$ cat config.mk
export PLATFORM = sky130hd
export DESIGN_NAME = uart_rx
export DESIGN_NICKNAME = d
export VERILOG_FILES = /design/src/rtl/uart_rx.sv
export SDC_FILE = /design/constraint.sdc
export NUM_CORES = 1
export LEC_CHECK = 0
export CORE_MARGIN = 5
export CORE_UTILIZATION = 45
export CTS_CLUSTER_DIAMETER = 200
export DETAILED_ROUTE_END_ITERATION = 8
export PLACE_DENSITY_LB_ADDON = 0.15
export SETUP_SLACK_MARGIN = 0.5
export SYNTH_ARGS = -nofsm -noshare
export SYNTH_HDL_FRONTEND = slang
export SYNTH_SLANG_ARGS = --single-unit
$ cat constraint.sdc
create_clock -name clock -period 4.1 [get_ports clock]
set_input_delay 1.23 -clock clock [delete_from_list [all_inputs] [get_ports clock]]
set_output_delay 1.23 -clock clock [all_outputs]
set_load 0.1 [all_outputs]
$ cat src/rtl/uart_rx.sv
// uart_rx: console UART receiver, 8N1, the receive-side counterpart of the
// UART transmit path. Received bytes go into a small FIFO. The core reads
// the FIFO and status through a single memory-mapped register.
//
// Ports:
//   clock         system clock; all logic on the rising edge
//   reset         synchronous, active-high
//   rx            asynchronous serial input, idles high
//   memory_valid  request strobe, one cycle per request
//   memory_instr  fetch flag, handled the same as a data read
//   memory_addr   ignored; the block has a single register
//   memory_wdata  ignored
//   memory_wstrb  zero = read, non-zero = write (no effect on state)
//   memory_rdata  {nonempty, overflow, frame_err, 21'b0, head_byte} while ready
//   memory_ready  one-cycle response pulse, the cycle after memory_valid
//   rx_irq        high while the FIFO holds data
//
// state | meaning
// IDLE  | line idle, waiting for a 1->0 edge on rx_s
// START | timing to the middle of the start bit to reject glitches
// DATA  | sampling 8 data bits at bit centre, LSB first
// STOP  | sampling the stop bit; push the byte or flag a framing error

module uart_rx #(
  parameter int CLKS_PER_BIT = 216,
  parameter int DEPTH        = 16
) (
  input  logic        clock,
  input  logic        reset,
  input  logic        rx,
  input  logic        memory_valid,
  input  logic        memory_instr,
  input  logic [31:0] memory_addr,
  input  logic [31:0] memory_wdata,
  input  logic [3:0]  memory_wstrb,
  output logic [31:0] memory_rdata,
  output logic        memory_ready,
  output logic        rx_irq
);

  localparam int CNT_W = $clog2(CLKS_PER_BIT + 1);
  localparam int PTR_W = $clog2(DEPTH);
  localparam logic [CNT_W-1:0] CNT_FULL = CNT_W'(CLKS_PER_BIT);
  localparam logic [CNT_W-1:0] CNT_HALF = CNT_W'(CLKS_PER_BIT / 2);
  localparam logic [PTR_W:0]   CNT_DEPTH = (PTR_W + 1)'(DEPTH);

  typedef enum logic [1:0] {IDLE, START, DATA, STOP} state_t;

  state_t           state, state_nxt;
  logic             rx_m, rx_s, rx_s_d;
  logic [CNT_W-1:0] cnt;
  logic [2:0]       bit_idx;
  logic [7:0]       shift_reg;

  logic             fall;
  logic             half_hit, bit_hit;
  logic             cnt_clr, shift_en, stop_sample;

  logic [7:0]       mem [DEPTH];
  logic [PTR_W-1:0] wr_ptr, rd_ptr;
  logic [PTR_W:0]   count;
  logic             nonempty;
  logic             overflow, frame_err;
  logic             rd_req, pop, push_req, push, ovf_set, ferr_set;
  logic [7:0]       head_byte;

  logic             unused_inputs;
  assign unused_inputs = ^{memory_instr, memory_addr, memory_wdata};

  // Two-flop synchroniser plus a delayed copy for edge detection.
  always_ff @(posedge clock) begin
    if (reset) begin
      rx_m   <= 1'b1;
      rx_s   <= 1'b1;
      rx_s_d <= 1'b1;
    end else begin
      rx_m   <= rx;
      rx_s   <= rx_m;
      rx_s_d <= rx_s;
    end
  end

  assign fall     = !rx_s && rx_s_d;
  assign half_hit = (cnt == CNT_HALF);
  assign bit_hit  = (cnt == CNT_FULL);

  always_ff @(posedge clock) begin
    if (reset) state <= IDLE;
    else       state <= state_nxt;
  end

  always_comb begin
    state_nxt = state;
    case (state)
      IDLE:  if (fall) state_nxt = START;
      START: if (half_hit) state_nxt = rx_s ? IDLE : DATA;
      DATA:  if (bit_hit && (bit_idx == 3'd7)) state_nxt = STOP;
      STOP:  if (bit_hit) state_nxt = IDLE;
      default: state_nxt = IDLE;
    endcase
  end

  always_comb begin
    cnt_clr     = 1'b0;
    shift_en    = 1'b0;
    stop_sample = 1'b0;
    case (state)
      IDLE:  cnt_clr = 1'b1;
      START: cnt_clr = half_hit;
      DATA: begin
        cnt_clr  = bit_hit;
        shift_en = bit_hit;
      end
      STOP: begin
        cnt_clr     = bit_hit;
        stop_sample = bit_hit;
      end
      default: cnt_clr = 1'b1;
    endcase
  end

  // Bit timing and shift register. Restarting cnt from 0 at each sample
  // keeps every following sample a full CLKS_PER_BIT+1 clocks later, so
  // sampling stays at the bit centre found in START.
  always_ff @(posedge clock) begin
    if (reset) begin
      cnt       <= '0;
      bit_idx   <= '0;
      shift_reg <= '0;
    end else begin
      cnt <= cnt_clr ? '0 : cnt + 1'b1;
      if (state == START)
        bit_idx <= '0;
      else if (shift_en)
        bit_idx <= bit_idx + 1'b1;
      if (shift_en)
        shift_reg <= {rx_s, shift_reg[7:1]};
    end
  end

  assign nonempty  = (count != '0);
  assign rd_req    = memory_valid && (memory_wstrb == 4'b0);
  assign pop       = rd_req && nonempty;
  assign push_req  = stop_sample && rx_s;
  assign ferr_set  = stop_sample && !rx_s;
  // A full FIFO still accepts a byte when a read frees a slot this cycle.
  assign push      = push_req && ((count < CNT_DEPTH) || pop);
  assign ovf_set   = push_req && !push;
  assign head_byte = nonempty ? mem[rd_ptr] : 8'h00;

  always_ff @(posedge clock) begin
    if (push) mem[wr_ptr] <= shift_reg;
  end

  always_ff @(posedge clock) begin
    if (reset) begin
      wr_ptr <= '0;
      rd_ptr <= '0;
      count  <= '0;
    end else begin
      if (push) wr_ptr <= wr_ptr + 1'b1;
      if (pop)  rd_ptr <= rd_ptr + 1'b1;
      case ({push, pop})
        2'b10:   count <= count + 1'b1;
        2'b01:   count <= count - 1'b1;
        default: count <= count;
      endcase
    end
  end

  // Sticky flags; a read clears them, but an event in the same cycle wins.
  always_ff @(posedge clock) begin
    if (reset) begin
      overflow  <= 1'b0;
      frame_err <= 1'b0;
    end else begin
      if (ovf_set)     overflow <= 1'b1;
      else if (rd_req) overflow <= 1'b0;
      if (ferr_set)    frame_err <= 1'b1;
      else if (rd_req) frame_err <= 1'b0;
    end
  end

  always_ff @(posedge clock) begin
    if (reset) begin
      memory_ready <= 1'b0;
      memory_rdata <= '0;
      rx_irq       <= 1'b0;
    end else begin
      memory_ready <= memory_valid;
      memory_rdata <= rd_req ? {nonempty, overflow, frame_err, 21'b0, head_byte} : 32'h0;
      rx_irq       <= nonempty;
    end
  end

endmodule

== After elaboration in Yosys (flattened, before gate mapping) ==
Memories as Yosys holds them, arrays and structs flattened. A register that Yosys moved wholly into a read port is not among the register bits.
Index checks and enable logic that the tools add are counted.
Cells by class
  $lt $le $gt $ge: 1
  equality and inequality tests: 12
  bitwise gates (word level): 2
  reductions and logical operators: 23
  muxes and demuxes: 15
  add/sub/neg operators: 6
Operators by type and width (number)
  2-bit two-way mux: 5
  5-bit one-hot mux with 2 select lines: 1
  4-bit by 1-bit adder with 4-bit output (second input constant): 2
  8-bit by 1-bit adder with 8-bit output (second input constant): 1
  8-bit by 7-bit equality test with 1-bit output (second input constant): 1
  8-bit equality test (second input constant): 1
  1-bit logical AND: 8
  2-bit != test (second input constant): 4
  2-bit one-hot mux with 4 select lines: 1
  2-bit OR reduction: 4
  1-bit two-way mux: 7
  2-bit equality test (second input constant): 3
  2-bit nonzero test: 3
  5-bit by 1-bit adder with 5-bit output (second input constant): 1
  5-bit < comparator (second input constant): 1
  5-bit nonzero test: 1
  5-bit by 1-bit subtractor with 5-bit output (second input constant): 1
  2-bit by 1-bit equality test with 1-bit output (second input constant): 2
  4-bit logical NOT: 1
  4-bit AND reduction: 1
  3-bit by 1-bit adder with 3-bit output (second input constant): 1
  3-bit equality test (second input constant): 1
  1-bit one-hot mux with 3 select lines: 1
  3-bit OR reduction: 1
  4 further kinds: 6
Storage, ports and cells
  memories kept: 1
  word-level logic and storage cells: 76
  output and inout port bits: 34
  input port bits: 73
  flip-flop bits (word level): 65
  memory bits (writable): 128
Memory list
  mem: depth 16, bits a word 8, read ports 1, clocked after memory_dff 1, wr ports 1, RTL line 59  | logic [7:0] mem [DEPTH];

== Depth between registers and ports, before layout ==
Gate-level depths: netlist of the first run.
  depth in word-level cells: 8
  depth in mapped cells: 14
  depth with buffers taken out: 13

== Worst setup path before layout of the first run ==
Ideal clock, no wire load.
  path kind: in2reg
  start: input port memory_wstrb[0]
  end: register count[4]
  setup time: 0.121 ns
  required time: 3.979 ns
  arrival time: 3.715 ns
  path slack: 0.264 ns
  path buffers: 1
  stages: 11
  cell sequence: or4b_4 -> o21ai_1 -> and2_4 -> buf_4 -> inv_1 -> ha_1 -> ha_1 -> nand2b_1 -> a21oi_1 -> mux2i_1 -> mux2_2
Between the ends
  longest elaborated chain between the ends: 7
  elaborated cells between the ends (all ways): 9
  classes of those cells: 2 x eq/ne; 1 x mux; 6 x reduce/logical
Ends and longest elaborated chain
  start: declaration: RTL line 35  | input logic [3:0] memory_wstrb,
  4-bit logical NOT *: RTL line 142  | assign rd_req = memory_valid && (memory_wstrb == 4'b0);
  1-bit logical AND *: RTL line 142
  1-bit logical AND *: RTL line 143  | assign pop = rd_req && nonempty;
  1-bit logical OR: RTL line 147  | assign push = push_req && ((count < CNT_DEPTH) || pop);
  1-bit logical AND: RTL line 147
  2-bit by 1-bit equality test with 1-bit output or 2-bit equality test (tied branches): RTL line 163  | case ({push, pop})
  5-bit one-hot mux with 2 select lines or 2-bit nonzero test (tied branches)
  end signal: assignment: RTL line 164  | 2'b10: count <= count + 1'b1;
  end signal: assignment: RTL line 165  | 2'b01: count <= count - 1'b1;
  end signal: assignment: RTL line 166  | default: count <= count;
  end: declaration: RTL line 61  | logic [PTR_W:0] count;
Every way passes the cells marked *; elsewhere a longest branch is shown, timed or not.
A chain may end at the register's enable or synchronous reset.

== Final worst setup path of the first run ==
  start: input port memory_valid
  end: register count[3]
Between the ends
  longest elaborated chain between the ends: 6
  elaborated cells between the ends (all ways): 8
  classes of those cells: 2 x eq/ne; 1 x mux; 5 x reduce/logical
Ends and longest elaborated chain
  start: declaration: RTL line 31  | input logic memory_valid,
  1-bit logical AND *: RTL line 142
  1-bit logical AND *: RTL line 143
  1-bit logical OR: RTL line 147
  1-bit logical AND: RTL line 147
  2-bit by 1-bit equality test with 1-bit output or 2-bit equality test (tied branches): RTL line 163
  5-bit one-hot mux with 2 select lines or 2-bit nonzero test (tied branches)
Marked as above.

==> flow_summary.yaml, run 1 <==
detailed_routing:
  drt_first_pass_iters: 4
  wl_microns: 13800
  routedWlPerCell_microns: 18.5
  route.detailed.drc: 0
  dr_total_vias: 3827
  drt_iter0_markers: 231
  via_per_inst: 5.16
  ant_nets: 0
cells_and_area:
  largest_reg_flops: 128
  top_regs: "mem (128), memory_rdata (11)"
  nNetsFinal: 596
  top_register: "mem"
  synthToLayoutAreaGrowth_pct: 14.7
  instances_no_fill: 742
  n_fill_cell: 1398
  drive_above_1_share_pct: 22.2
  diodes: 0
clock_tree:
  clk_pin_slew_worst_paths_ns: 0.07
  ctsHoldBuffers: 0
  clockRootBuffer: "clkbuf_16"
  ctsLongestPathBuffers: 2
  clock_latency_ns: 0.42
  cts_tree: "yes"
  clock-sinks: 180
  cts_made_buffers: 17
  htree_levels: 4
timing:
  max-slew-margin-rel_pct: 34.2
  setup_viol: 0
  slew_viol_final: 0
  finalCritPeriodShare_pct: 85.0
  worstMarginPinSlew_ns: 0.984
  rsz0062_at_grt: "no"
  hold_viol_final: 0
  fin_ws_ns: 0.614
  clock.fmax_mhz: 287
  fin_skew_ns: 0.0126
  period_needed_ns: 3.49
power:
  p_leak_nw: 2.79
  vdd_drop_max_uv: 300
  power.density_mw_per_mm2: 430
outcome:
  outcome: "complete, no violations"
place:
  dp_hpwl_microns: 8960
  io_buffers: 20
  place_congestion: 0.731
  dp_cells: 708
  pre_cts_slack_ns: -0.0238
floorplan:
  core_area_sq_mm: 0.0163
  num_rows: 47
  start_util_pct: 45.4
  io_pins: 107
  die_area_sq_mm: 0.0191
  fp.dieW_microns: 138
  die_height_microns: 138
grt:
  grt_antenna_before_repair: 0
  grt_max_degree: 40
  grt_pass1_wl_microns: 21900
  gr-total-overflow: 0
  first_global_vias: 3995
  grt_usage_pct: 15.0
critical_path:
  critical_path_buf_inv_count: 2
  path_class: "primary input to register"
  critPathCaptureType: "register"
  crit_fanout: 5
  critPathArrivalTime_ns: 3.79
  slowest_delay_ns: 0.50
  worstPathRequired_ns: 4.40
  crit_slowest_cell: "or4b_4"
  path_depth: 11
  path_delay_family: "simple AND/OR/NAND/NOR gates"
  crit_chain: "clkdlybuf4s50_1 > or4b_4 > o21ai_4 > and2_4 > inv_2 > ha_4 > ha_1 > a21o_1 > a21oi_2 > nor4_1 > or3_1"
  ff2ff_path_depth: 10
  start_kind: "primary input"
logic_synthesis:
  ys_async_sr_fraction_pct: 0
  synth_edf_count: 128
  netlist_area_sq_mm: 0.00741
  synth_warnings: 0
  ys.flop_type: "edfxtp_1"
  synth_common_cells: "128 x edfxtp_1, 52 x dfxtp_1, 42 x nor2_1"
  synthCells: 478
  seq_area_frac_synth_pct: 65.9
  synth_cell_types: 52
  synth_largest_area_cell: "edfxtp_1"
  synth_area_per_cell_sq_um: 15.5
  synthMostInstantiatedCell: "edfxtp_1"
  synth_top_area_share_pct: 51.8
  ys_ff_latch: 180
  synth.area.top_cells: "edfxtp_1 52%, dfxtp_1 14%, mux4_2 9.7%, mux2_2 2.6%, buf_4 2.2%"
hold_path:
  whs_path_depth: 1
  hold_class: "register to register"
flow_run:
  cap_violations: 0
## power breakdown
group	internal, W	total, W	switching [W]
Sequential	0.00192	0.00193	0.00000277
Clock	0.000950	0.00161	0.000663
Combinational	0.0000139	0.000117	0.000103
## routing by layer
layer,share of wire [%],track usage (%)
met5,0,0
met4,0.37,4.99
met3,3.9,3.83
met2,51,25.1
met1,44,19.1
## area by class of cell
type	count	area [sq um]	share of cell area [%]
clock buffer	17	425	5.00
clock inverter	15	164	1.93
inverter	17	63.8	0.751
multi-input combinational	259	2370	27.9
sequential	180	4890	57.5
tap	220	275	3.24
timing repair buffer	34	313	3.68
## path summary, 6_finish.rpt
check | end | startpoint | slack [ns]
max | count[3]$_SDFFE_PP0P_ | memory_valid | 0.61
min | rx_s$_SDFF_PP1_ | rx_m$_SDFF_PP1_ | 0.41
max reg2reg | count[3]$_SDFFE_PP0P_ | cnt[5]$_SDFF_PP0_ | 0.98
min reg2reg | rx_s$_SDFF_PP1_ | rx_m$_SDFF_PP1_ | 0.41
## cell families (layout without fill, tap and decap cells)
kind of cell / Yosys count / in the layout / synth area share [%]
xor+xnor: 8 / 8 / 0.945
other cells: 1 / 21 / 0.0506
flops: 180 / 180 / 65.9
fa+ha+maj: 14 / 14 / 2.46
compound gates: 47 / 47 / 4.24
buf+inv: 59 / 83 / 4.20
simple gates: 111 / 111 / 8.71
mux: 58 / 58 / 13.5
## layout by cell type, fill, tap and decap left out, drive strengths merged, types with 16 or more instances in the layout
| cell | n |
|---|---|
| clkbuf | 17 |
| a21oi | 16 |
| inv | 18 |
| clkdlybuf4s50 | 17 |
| edfxtp | 128 |
| dfxtp | 52 |
| nor2 | 42 |
| conb | 21 |
| mux2 | 17 |
| mux4 | 32 |
## timing repair
action                                  4_1_cts  5_1_grt
resized for setup                             2        7
endpoints found under the setup margin        1        2
pin swaps                                     0        5
buffers inserted                              0        2
endpoints found under the hold margin         0        0
cloned                                        0        0
## per-stage QoR
step	total power [W]	area [sq um]	hold WS, ns	util (%)	TNS [ns]
2_1_floorplan	0.00208	7550	0.389	-	0
3_5_place_dp	0.00208	7860	0.393	48.1	-0.0238
6_report	0.00366	8500	0.408	52.0	0
4_1_cts	0.00369	8460	0.408	51.7	0
3_3_place_gp	0.00208	7860	0.393	48.1	0
5_1_grt	0.00378	8500	0.447	52.0	0
Note: power is estimated with default switching activity, not from simulation.
==> inputs of run 2 (changes only) <==
- CORE_UTILIZATION: 45 -> 40
==> run 2 against run 1 <==
  * Via count grew 1.5%
  * Critical path type unchanged
  * Sequential share of layout area grew 0.14 points
  * Clock skew grew 0.0012 ns
==> flow_summary.yaml, run 2 (same netlist as run 1, synthesis figures left out) <==
floorplan:
  die_height_microns: 146
  num_rows: 49
  io_pins: 107
  start_util_pct: 41.0
  core_area_sq_mm: 0.0181
  die_area_sq_mm: 0.0214
  fp.dieW_microns: 146
clock_tree:
  ctsHoldBuffers: 0
  clock-sinks: 180
  cts_tree: "yes"
  clockRootBuffer: "clkbuf_16"
  clock_latency_ns: 0.43
  htree_levels: 4
  clk_pin_slew_worst_paths_ns: 0.07
  ctsLongestPathBuffers: 2
  cts_made_buffers: 17
detailed_routing:
  dr_total_vias: 3884
  drt_iter0_markers: 157
  ant_nets: 0
  wl_microns: 13800
  routedWlPerCell_microns: 18.4
  drt_first_pass_iters: 4
  route.detailed.drc: 0
  via_per_inst: 5.18
critical_path:
  crit_chain: "clkdlybuf4s50_1 > or4b_4 > o21ai_4 > and2_4 > inv_2 > ha_4 > ha_1 > a21o_1 > a21oi_1 > nor4_1 > or3_1"
  start_kind: "primary input"
  path_delay_family: "simple AND/OR/NAND/NOR gates"
  path_class: "primary input to register"
  reg2reg_slack_ns: 1.01
  crit_fanout: 5
  slowest_delay_ns: 0.49
  worstPathRequired_ns: 4.41
  ff2ff_path_depth: 10
  crit_slowest_cell: "or4b_4"
  critical_path_buf_inv_count: 2
  critPathCaptureType: "register"
  critPathArrivalTime_ns: 3.79
  r2r_end: "count[3]$_SDFFE_PP0P_"
  timing.rr.start: "cnt[2]$_SDFF_PP0_"
flow_run:
  cap_violations: 0
hold_path:
  min_from: "rx_m$_SDFF_PP1_"
  whs_path_depth: 1
  hold_class: "register to register"
  hold_end: "rx_s$_SDFF_PP1_"
power:
  power_frac_comb_pct: 3.2
  p_leak_nw: 2.78
  power.density_mw_per_mm2: 426
  seq_power_share_pct: 53.3
  p_total_w: 0.00361
  p_sw_share_pct: 22.8
  pwr-share-clk_pct: 43.5
  p_sw_w: 0.000822
  vdd_drop_max_uv: 291
  internal_power_w: 0.00279
grt:
  grt_max_degree: 40
  grt_pass1_wl_microns: 22300
  gr-total-overflow: 0
  grt_usage_pct: 13.6
  first_global_vias: 4004
  grt_antenna_before_repair: 0
timing:
  worstMarginPinSlew_ns: 0.997
  max-slew-margin-rel_pct: 33.3
  clock.fmax_mhz: 287
  fin_ws_ns: 0.621
  finalCritPeriodShare_pct: 84.8
  slew_viol_final: 0
  period_needed_ns: 3.48
  rsz0062_at_grt: "no"
  fin_skew_ns: 0.0138
  setup_viol: 0
  hold_viol_final: 0
cells_and_area:
  largest_reg_flops: 128
  top_register: "mem"
  layout_common_cells: "128 x edfxtp_1, 51 x dfxtp_1, 41 x nor2_1"
  instances_no_fill: 750
  drive_above_1_share_pct: 22.3
  nNetsFinal: 595
  top_regs: "mem (128), memory_rdata (11)"
  seqCellArea_sq_mm: 0.00489
  layout_commonest_cell: "edfxtp_1"
  diodes: 0
  multiInputGateArea_sq_mm: 0.00236
  synthToLayoutAreaGrowth_pct: 14.4
  design_area_sq_mm: 0.00848
  n_fill_cell: 1557
place:
  dp_hpwl_microns: 9030
  pre_cts_slack_ns: -0.0207
  io_buffers: 20
  dp_cells: 717
  place_congestion: 0.759
  place_area_sq_mm: 0.00787
outcome:
  outcome: "complete, no violations"
-- run 2: power groups by stage --
stage	clock [W]	sequential (W)	combinational (W)
after detailed placement	0	0.00197	0.000114
after CTS	0.00162	0.00193	0.000115
after global routing	0.00168	0.00193	0.000119
after floorplan	0	0.00197	0.000112
final	0.00157	0.00193	0.000115
after global placement	0	0.00197	0.000114
-- run 2: final cells by class --
class | instances | share of cell area (%)
Sequential cell | 180 | 57.6
Multi-Input combinational cell | 259 | 27.9
Clock inverter | 15 | 1.79
Inverter | 17 | 0.752
Tap cell | 229 | 3.38
Timing Repair Buffer | 33 | 3.57
Clock buffer | 17 | 5.02
-- run 2: worst reg2reg max path, stage by stage, from the launching register on --
cell and delay (ns):
dfxtp_1 0.37, nand4bb_1 0.42, nor4_2 0.66, and2_4 0.26, inv_2 0.04, ha_4 0.18, ha_1 0.27, a21o_1 0.18
a21oi_1 0.17, nor4_1 0.06, or3_1 0.37
-- run 2: repair_timing --
action                                  CTS  global route
pin swaps                                 0             6
resized for setup                         2             4
endpoints found under the setup margin    1             2
buffers inserted                          0             1
-- run 2: worst max-delay path by stage --
stage | to | depth (start not counted) | start
after floorplan | count[4]$_SDFFE_PP0P_ | 11 | memory_wstrb[2]
after global placement | count[4]$_SDFFE_PP0P_ | 11 | memory_wstrb[1]
after detailed placement | count[4]$_SDFFE_PP0P_ | 11 | memory_wstrb[1]
after CTS | count[4]$_SDFFE_PP0P_ | 11 | memory_wstrb[1]
after global routing | count[3]$_SDFFE_PP0P_ | 11 | memory_valid
final | count[3]$_SDFFE_PP0P_ | 11 | memory_valid
-- run 2: metal layers --
metal	global-route usage (%)	vias up	wire length (microns)
li1	-	1849	-
met5	0	-	0
met2	22.3	53	6790
met1	17.9	1970	6440
met3	3.44	12	424
met4	3.95	0	155
-- run 2: per-stage QoR --
stage / setup TNS, ns / util [%] / hold WS [ns]
floorplan: 0 / - / 0.389
global placement: -0.00260 / 43.5 / 0.398
detailed placement: -0.0207 / 43.5 / 0.396
CTS: 0 / 46.8 / 0.412
global route: 0 / 46.9 / 0.425
finish: 0 / 46.9 / 0.411
